[config.mk]
export PLATFORM = sky130hd
export DESIGN_NAME = inst_loader
export DESIGN_NICKNAME = d
export VERILOG_FILES = /design/src/rtl/inst_loader.sv
export SDC_FILE = /design/constraint.sdc
export NUM_CORES = 1
export LEC_CHECK = 0
export BUFFER_PORTS_ARGS = -buffer_cell sky130_fd_sc_hd__buf_2
export CAP_MARGIN = 25
export CORE_MARGIN = 1.5
export CORE_UTILIZATION = 35
export CTS_CLUSTER_SIZE = 16
export DETAILED_ROUTE_END_ITERATION = 10
export GPL_ROUTABILITY_DRIVEN = 0
export GPL_TIMING_DRIVEN = 1
export SYNTH_ARGS = -nofsm -noshare
export SYNTH_HDL_FRONTEND = slang
export SYNTH_SLANG_ARGS = --single-unit
[constraint.sdc]
create_clock -name i_clock -period 2.8 [get_ports i_clock]
set_clock_uncertainty 0.15 [all_clocks]
set_input_delay 0.14 -clock i_clock [delete_from_list [all_inputs] [get_ports i_clock]]
set_output_delay 0.14 -clock i_clock [all_outputs]
set_load 0.005 [all_outputs]
[src/rtl/inst_loader.sv]
// inst_loader: streams received program bytes into instruction memory,
// big-endian, from address 0 until an aligned HALT word has been stored.
module inst_loader #(
  parameter int unsigned          ADDR_SIZE = 8,
  parameter int unsigned          MEM_SIZE  = 8,
  parameter int unsigned          MEM_LARGE = 256,
  parameter int unsigned          INST_SIZE = 32,
  parameter logic [INST_SIZE-1:0] HALT_INST = 32'hFFFFFFFF
) (
  input  logic                 i_clock,
  input  logic                 i_reset,
  input  logic                 i_start,
  input  logic [MEM_SIZE-1:0]  i_rx_data,
  input  logic                 i_rx_valid,
  output logic                 o_write_enable,
  output logic [ADDR_SIZE-1:0] o_write_addr,
  output logic [MEM_SIZE-1:0]  o_write_data,
  output logic                 o_enable,
  output logic                 o_busy,
  output logic                 o_done,
  output logic                 o_error,
  output logic [ADDR_SIZE-2:0] o_inst_count
);

  localparam int unsigned WORD_W = INST_SIZE - MEM_SIZE;
  localparam int unsigned CNT_W  = ADDR_SIZE - 1;
  localparam logic [ADDR_SIZE-1:0] LAST_ADDR = ADDR_SIZE'(MEM_LARGE - 1);

  typedef enum logic [1:0] {IDLE, RECV, DONE, ERROR} state_t;

  state_t               state_q, state_d;
  logic [ADDR_SIZE-1:0] addr_q, addr_d;
  logic [1:0]           byte_cnt_q, byte_cnt_d;
  logic [WORD_W-1:0]    word_q, word_d;
  logic [CNT_W-1:0]     count_q, count_d;
  logic                 wr_en_q, wr_en_d;
  logic [ADDR_SIZE-1:0] wr_addr_q, wr_addr_d;
  logic [MEM_SIZE-1:0]  wr_data_q, wr_data_d;
  logic                 enable_q, enable_d;
  logic                 busy_q, busy_d;
  logic                 done_q, done_d;
  logic                 error_q, error_d;

  // State register
  always_ff @(posedge i_clock or negedge i_reset) begin
    if (!i_reset) state_q <= IDLE;
    else          state_q <= state_d;
  end

  // Datapath and registered outputs
  always_ff @(posedge i_clock or negedge i_reset) begin
    if (!i_reset) begin
      addr_q     <= '0;
      byte_cnt_q <= '0;
      word_q     <= '0;
      count_q    <= '0;
      wr_en_q    <= 1'b0;
      wr_addr_q  <= '0;
      wr_data_q  <= '0;
      enable_q   <= 1'b0;
      busy_q     <= 1'b0;
      done_q     <= 1'b0;
      error_q    <= 1'b0;
    end else begin
      addr_q     <= addr_d;
      byte_cnt_q <= byte_cnt_d;
      word_q     <= word_d;
      count_q    <= count_d;
      wr_en_q    <= wr_en_d;
      wr_addr_q  <= wr_addr_d;
      wr_data_q  <= wr_data_d;
      enable_q   <= enable_d;
      busy_q     <= busy_d;
      done_q     <= done_d;
      error_q    <= error_d;
    end
  end

  // Next state and next output values; the last byte's write trails into DONE/ERROR
  always_comb begin
    state_d    = state_q;
    addr_d     = addr_q;
    byte_cnt_d = byte_cnt_q;
    word_d     = word_q;
    count_d    = count_q;
    wr_en_d    = 1'b0;
    wr_addr_d  = wr_addr_q;
    wr_data_d  = wr_data_q;
    enable_d   = 1'b0;
    busy_d     = 1'b0;
    done_d     = 1'b0;
    error_d    = error_q;

    unique case (state_q)
      IDLE, ERROR: begin
        if (i_start) begin
          state_d    = RECV;
          addr_d     = '0;
          byte_cnt_d = '0;
          word_d     = '0;
          count_d    = '0;
          error_d    = 1'b0;
          enable_d   = 1'b1;
          busy_d     = 1'b1;
        end
      end
      RECV: begin
        enable_d = 1'b1;
        busy_d   = 1'b1;
        if (i_rx_valid) begin
          wr_en_d    = 1'b1;
          wr_addr_d  = addr_q;
          wr_data_d  = i_rx_data;
          addr_d     = addr_q + ADDR_SIZE'(1);
          byte_cnt_d = byte_cnt_q + 2'd1;
          word_d     = {word_q[WORD_W-MEM_SIZE-1:0], i_rx_data};
          if (byte_cnt_q == 2'd3) begin
            count_d = count_q + CNT_W'(1);
            if ({word_q, i_rx_data} == HALT_INST) begin
              state_d = DONE;
              busy_d  = 1'b0;
              done_d  = 1'b1;
            end else if (addr_q == LAST_ADDR) begin
              state_d = ERROR;
              busy_d  = 1'b0;
              error_d = 1'b1;
            end
          end
        end
      end
      DONE: begin
        state_d = IDLE;
      end
      default: state_d = IDLE;
    endcase
  end

  assign o_write_enable = wr_en_q;
  assign o_write_addr   = wr_addr_q;
  assign o_write_data   = wr_data_q;
  assign o_enable       = enable_q;
  assign o_busy         = busy_q;
  assign o_done         = done_q;
  assign o_error        = error_q;
  assign o_inst_count   = count_q;

endmodule

==> results of run 1 <==
==> per-stage QoR <==
stage | area (um2) | hold slack [ns]
after detailed placement | 3010 | -0.0490
after CTS | 3320 | 0.0526
after global placement | 3010 | -0.0523
final | 3320 | 0.0544
after global routing | 3320 | 0.0884
after floorplan | 2710 | -0.306
==> Yosys cell counts <==
library cell,number
and4_1,2
o21ai_0,7
nor2b_1,1
a211oi_1,1
nand2_2,1
buf_6,1
nor4b_1,1
mux2_2,15
nor2b_4,1
and3_1,1
dfrtp_1,64
o21bai_1,1
o31ai_1,2
a21oi_1,5
nand2_1,8
a22o_1,26
mux2i_1,1
nand4_1,9
nor3b_1,1
or4_1,2
clkbuf_2,1
a21boi_2,1
o221a_2,1
ha_1,6
and2_1,2
or3_1,2
buf_2,4
nand3_1,5
o22ai_1,1
nor4_1,8
nor3_1,2
inv_1,5
nand2b_1,1
clkbuf_1,4
nor2_1,17
or2_2,1
xnor2_1,9
==> power breakdown <==
part / internal, W / total (W) / switching, W / leakage, nW
logic: 0.000461 / 0.000908 / 0.000448 / 0.636
clock network: 0.000521 / 0.000879 / 0.000358 / 0.112
registers: 0.00124 / 0.00149 / 0.000250 / 0.799
==> cell families after synthesis <==
family	Yosys count	share of synthesized area (%)
DFF	64	59.2
AOI/OAI and AO/OA	45	12.8
and+or+nand+nor	65	13.1
buffers and inverters	15	2.59
xor gates and xnor gates	9	2.91
adders and majority gates	6	2.78
muxes	16	6.61
==> final cells by class <==
cell class,count,area [um2],share of cell area [%]
clock buffer,10,138,4.14
inverter,5,18.8,0.565
multi-input combinational,141,1030,31.1
sequential,64,1600,48.2
timing repair buffer,53,323,9.72
tap,99,124,3.73
clock inverter,6,82.6,2.49
==> state kept, by name, indices dropped and copies added, names as in the netlist, 2 cells and up <==
signal	cells
o_write_addr	8
addr_q	8
o_inst_count	7
o_write_data	8
byte_cnt_q	2
word_q	24
state_q	2
==> worst reg2reg max path, stage by stage (launching register included) <==
cell      delay, ns
dfrtp_1        0.37
inv_1          0.07
ha_1           0.32
a21boi_2       0.26
or3_1          0.47
or4_1          0.53
a21oi_1        0.15
==> routing by layer <==
| layer | global-route usage (%) | vias up |
|---|---|---|
| met3 | 2.61 | 8 |
| met4 | 7.81 | 0 |
| met1 | 21.0 | 940 |
| met5 | 0 | - |
| met2 | 18.9 | 46 |
| li1 | - | 917 |
==> worst min path at each step <==
stage                from        endpoint  slack, ns  cells after the start
5_1_grt           i_start      state_q[0]       0.09                      4
6_report       i_rx_valid  o_write_enable       0.05                      3
4_1_cts        i_rx_valid  o_write_enable       0.05                      3
3_3_place_gp      i_reset       addr_q[6]      -0.05                      1
2_1_floorplan     i_reset       addr_q[0]      -0.31                      0
3_5_place_dp      i_reset       addr_q[6]      -0.05                      1
==> results.md, run 1 <==
* Crit. Startpoint: state_q[1]
* Cell Pwr Density at 988 nW/um2
* CTS max path bufs at 2
* Post-route ant nets at 0
* Final worst path period need at 2.39 ns
* # Post-CTS Setup Buffers at 0
* M1 WL at 2.77 mm
* Most common cell after layout, fill and taps aside: dfrtp_1
* Clock-pin slew on the worst setup and hold paths at 0.08 ns
* Yosys reg bits at 64
* DIE WIDTH at 90.9 um
* Share of cells above drive strength 1 at 28.7%
* R2R depth at 6
* Worst path bufs/invs at 1
* Vias per cell at 5.06
* I/O pin cnt at 40
* Placeable Area at 7370 um2
* Final setup margin at 0.410 ns
* Fin util at 45.1%
* Clock root cell: clkbuf_8
* Top cell type's share of synthesized area at 59.2%
* DP Wirelength at 3.67 mm
* Gates resized, CTS repair at 0
* FF-to-FF End: o_inst_count[6]
* Tcrit/Tclk final at 85.4%
* R2r setup slk at 0.41 ns
* Max Transition Viols Final at 0
* CP max-delay cell: or4_1
* CTS tree: done
* Uppermost layer routed: met4
* # fillers at 729
* Synth warn at 0
* Setup violators final at 0
* Outcome: finished clean
* DR pass1 iterations at 4
* # diodes at 0
* Drc violations at 0
* Standard-cell rows at 31
* Dominant cell type by area after synthesis: dfrtp_1
* Max-Cap Viols at 0
* Endpoints failing hold at 0
* Die height at 90.9 um
* Setup CP Type: register to register
* Routed vias at 1911
* Crit end category: register
* Antenna violations before repair at 0
* Fin Setup TNS at 0 ns
* Worst EP required at 2.92 ns
* Total CTS buffers at 9
* Leakage power at 1.55 nW
* Largest delay contributor family on the critical path: simple AND/OR/NAND/NOR gates
* Sequential fraction of the synthesis area at 59.2%
* Nets at 292
* Initial drt markers at 72
* Least-Margin Pin Slew at 0.818 ns
* Critical Path Fanout Max at 12
* Die area at 8270 um2
* RSZ-0062 raised after global routing: no
* Fmax at 418 MHz
* CTS sink cnt at 64
* Placed cells at 353
* Initial core utilization at 36.7%
* Hold WC Path Type: input pin to register
* Synth area leaders: dfrtp_1 59%, a22o_1 8.4%, mux2_2 6.2%
* Avg WL per Cell at 14.3 um
* Type of origin of the critical path: register
* GRT Total Usage at 14.0%
* Syn nets at 238
* Worst slack, placed at 0.407 ns
* Mapped Area at 2710 um2
* WP depth at 6
* Crit path capture: o_inst_count[6]
* Largest net degree at the start of global routing at 29
* Most frequent cells in the layout: 64 x dfrtp_1, 39 x buf_2, 26 x a22o_1, 17 x nor2_1, 15 x mux2_2
* Worst-Skew Late Latency at 0.34 ns
* CP cell instances: inv_1 > ha_1 > a21boi_2 > or3_1 > or4_1 > a21oi_1
* CTS Hold Bufs at 9
* IO Port Bufs at 39
* VDD IR max at 0.323 mV
* Routed Wire Length at 5.42 mm
* First-pass GRT wire length at 9.17 mm
* CTS H-tree depth at 3
* Congestion Overflow GR at 0
* Vias in the first global route at 1852
* Reg-to-reg startpoint: state_q[1]
* Final Total Pwr at 0.00328 W
* Non-filler cells, final at 378
* Post-Synthesis Cells at 220
* Crit path DAT at 2.51 ns
* Area grow syn2layout at 22.8%
* Avg Inst Size Synth at 12.3 um2
* Met2 Wirelength at 2.32 mm
* Yosys cell types at 37
* Slowest stage delay, CP at 0.53 ns
* Met3 routed WL at 240 um
* Rel. slew slack at 45.0%
Note: power is estimated with default switching activity, not from simulation.
==> run 2, diff against run 1 <==
--- a/config.mk
+++ b/config.mk
@@ -5,6 +5,7 @@
 export SDC_FILE = /design/constraint.sdc
 export NUM_CORES = 1
 export LEC_CHECK = 0
+export ABC_AREA = 1
 export BUFFER_PORTS_ARGS = -buffer_cell sky130_fd_sc_hd__buf_2
 export CAP_MARGIN = 25
 export CORE_MARGIN = 1.5
==> results.md, run 2 <==
* Outcome: finished clean
* GRT Total Usage at 15.8%
* Vias per cell at 4.76
* Critical Path Fanout Max at 28
* Final worst path period need at 2.25 ns
* Total CTS buffers at 9
* Largest delay contributor family on the critical path: buffers and inverters
* # diodes at 0
* Storage cell area at 1600 um2
* Mapped Area at 2870 um2
* Endpoints failing hold at 0
* Setup violators final at 0
* Crit path DAT at 2.35 ns
* Cell Pwr Density at 1060 nW/um2
* FF-to-FF End: addr_q[3]
* Congestion Overflow GR at 0
* Worst slack, placed at 0.564 ns
* Non-filler cells, final at 482
* RSZ-0062 raised after global routing: no
* Crit. Startpoint: state_q[0]
* Least-Margin Pin Slew at 0.797 ns
* Worst path bufs/invs at 2
* Standard-cell rows at 32
* WP depth at 7
* Type of origin of the critical path: register
* Avg WL per Cell at 12.9 um
* R2r setup slk at 0.55 ns
* Drc violations at 0
* Share of cells above drive strength 1 at 18.7%
* Largest register FFs at 24
* Die height at 93.5 um
* Top-count cell post-synth: nand2_1
* Tcrit/Tclk final at 80.2%
* Nets at 393
* Initial core utilization at 36.6%
* CP max-delay cell: inv_2
* Placeable Area at 7850 um2
* Synth async-reset ratio at 100%
* Clock-pin slew on the worst setup and hold paths at 0.07 ns
* First-pass GRT wire length at 10.7 mm
* Crit path capture: addr_q[3]
* Area grow syn2layout at 22.2%
* Yosys reg bits at 64
* Final Total Pwr at 0.00373 W
* Syn nets at 339
* Final setup margin at 0.555 ns
* Most common cell after layout, fill and taps aside: nand2_1
* # fillers at 783
* Crit end category: register
* Avg Inst Size Synth at 8.94 um2
* CTS sink cnt at 64
* I/O pin cnt at 40
* DR pass1 iterations at 4
* Fmax at 445 MHz
* Routed Wire Length at 6.21 mm
* Reg with most FFs: word_q
* Initial drt markers at 166
* Yosys cell types at 28
* CTS max path bufs at 2
* Worst EP required at 2.90 ns
* DP Area at 3160 um2
* Max Transition Viols Final at 0
* Rel. slew slack at 46.8%
* R2R depth at 7
* EDFF count, synth at 0
* Most frequent cells in the layout: 71 x nand2_1, 64 x dfrtp_1, 43 x inv_1, 39 x buf_2, 28 x o21ai_0
* Vias in the first global route at 2231
* Final Cell Area at 3510 um2
* Setup CP Type: register to register
* Antenna violations before repair at 0
* Placed cells at 455
* Sequential fraction of the synthesis area at 55.8%
* Clock root cell: clkbuf_8
* Top cell type's share of synthesized area at 55.8%
* Max-Cap Viols at 0
* VDD IR max at 0.343 mV
* Leakage power at 1.71 nW
* Area taken by multi-input logic gates at 1030 um2
* IO Port Bufs at 39
* DIE WIDTH at 93.5 um
* Routed vias at 2293
* Worst-Skew Late Latency at 0.33 ns
* Commonest cells in the netlist: 71 x nand2_1, 64 x dfrtp_1, 43 x inv_1, 28 x o21ai_0, 24 x nor2_1
* CTS tree: done
* Post-Synthesis Cells at 321
* Top_reg_cell synth: dfrtp_1
* Hold WC Path Type: register to register
* CP cell instances: inv_1 > ha_1 > nand2_2 > o211ai_2 > inv_2 > a21oi_1 > nor3_1
* Slowest stage delay, CP at 0.48 ns
* Synth warn at 0
* Fin Setup TNS at 0 ns
* Post-route ant nets at 0
* CTS H-tree depth at 3
* Synth area leaders: dfrtp_1 56%, nand2_1 9.3%, inv_1 5.6%
* Die area at 8750 um2
* Dominant cell type by area after synthesis: dfrtp_1
* DP Wirelength at 4.16 mm
* Reg-to-reg startpoint: state_q[0]
* Largest net degree at the start of global routing at 65
==> run 2: metal layers <==
layer / track usage, % / vias to the layer above / wire [um]
met2: 21.9 / 43 / 2750
met1: 23.1 / 1093 / 3150
li1: - / 1147 / -
met5: 0 / - / 0
met4: 8.58 / 0 / 125
met3: 2.85 / 10 / 193
==> run 2: worst register-to-register path: stages (launching register included) <==
cell and delay, ns:
dfrtp_1 0.37, inv_1 0.07, ha_1 0.34, nand2_2 0.18, o211ai_2 0.29, inv_2 0.48, a21oi_1 0.14, nor3_1 0.15
==> run 2: cell type report <==
class	count	area share (%)
Clock inverter	2	1.71
Tap cell	102	3.64
Clock buffer	14	4.93
Sequential cell	64	45.7
Timing Repair Buffer	53	9.35
Multi-Input combinational cell	199	29.5
Inverter	48	5.21
==> run 2: through the flow <==
stage          hold slack, ns  util, %
2_1_floorplan          -0.306        -
3_3_place_gp            0.223     40.3
3_5_place_dp            0.219     40.3
4_1_cts                 0.335     44.7
5_1_grt                 0.353     44.7
6_report                0.329     44.7
==> run 2: report_power, final <==
group | switching, W | internal (W)
Sequential | 0.000204 | 0.00126
Combinational | 0.000882 | 0.000469
Clock | 0.000341 | 0.000576
Total | 0.00143 | 0.00230
==> run 2: repair_timing <==
item	CTS	global route
setup buffers	0	0
hold buffers	11	0
hold endpoints to repair	82	0
gates resized for setup	0	0
==> run 2: logic make-up (layout without fill, tap and decap cells) <==
kind of cell / count (synthesis) / after routing / synth area share [%]
AND/OR/NAND/NOR: 126 / 126 / 19.5
flip-flops: 64 / 64 / 55.8
AO/OA/AOI/OAI: 63 / 63 / 12.6
buffers and inverters: 58 / 117 / 8.15
adder cells (fa/ha/maj): 6 / 6 / 2.62
XOR/XNOR: 4 / 4 / 1.22
==> run 2: worst min-delay path by stage <==
stage	startpoint	to	slack, ns	cells past startpoint
after floorplan	i_reset	addr_q[0]	-0.31	0
after global placement	i_reset	o_write_data[4]	0.22	2
after detailed placement	i_reset	word_q[12]	0.22	2
after CTS	o_write_addr[6]	o_write_addr[6]	0.33	2
after global routing	o_write_data[5]	o_write_data[5]	0.35	2
final	o_write_addr[6]	o_write_addr[6]	0.33	2
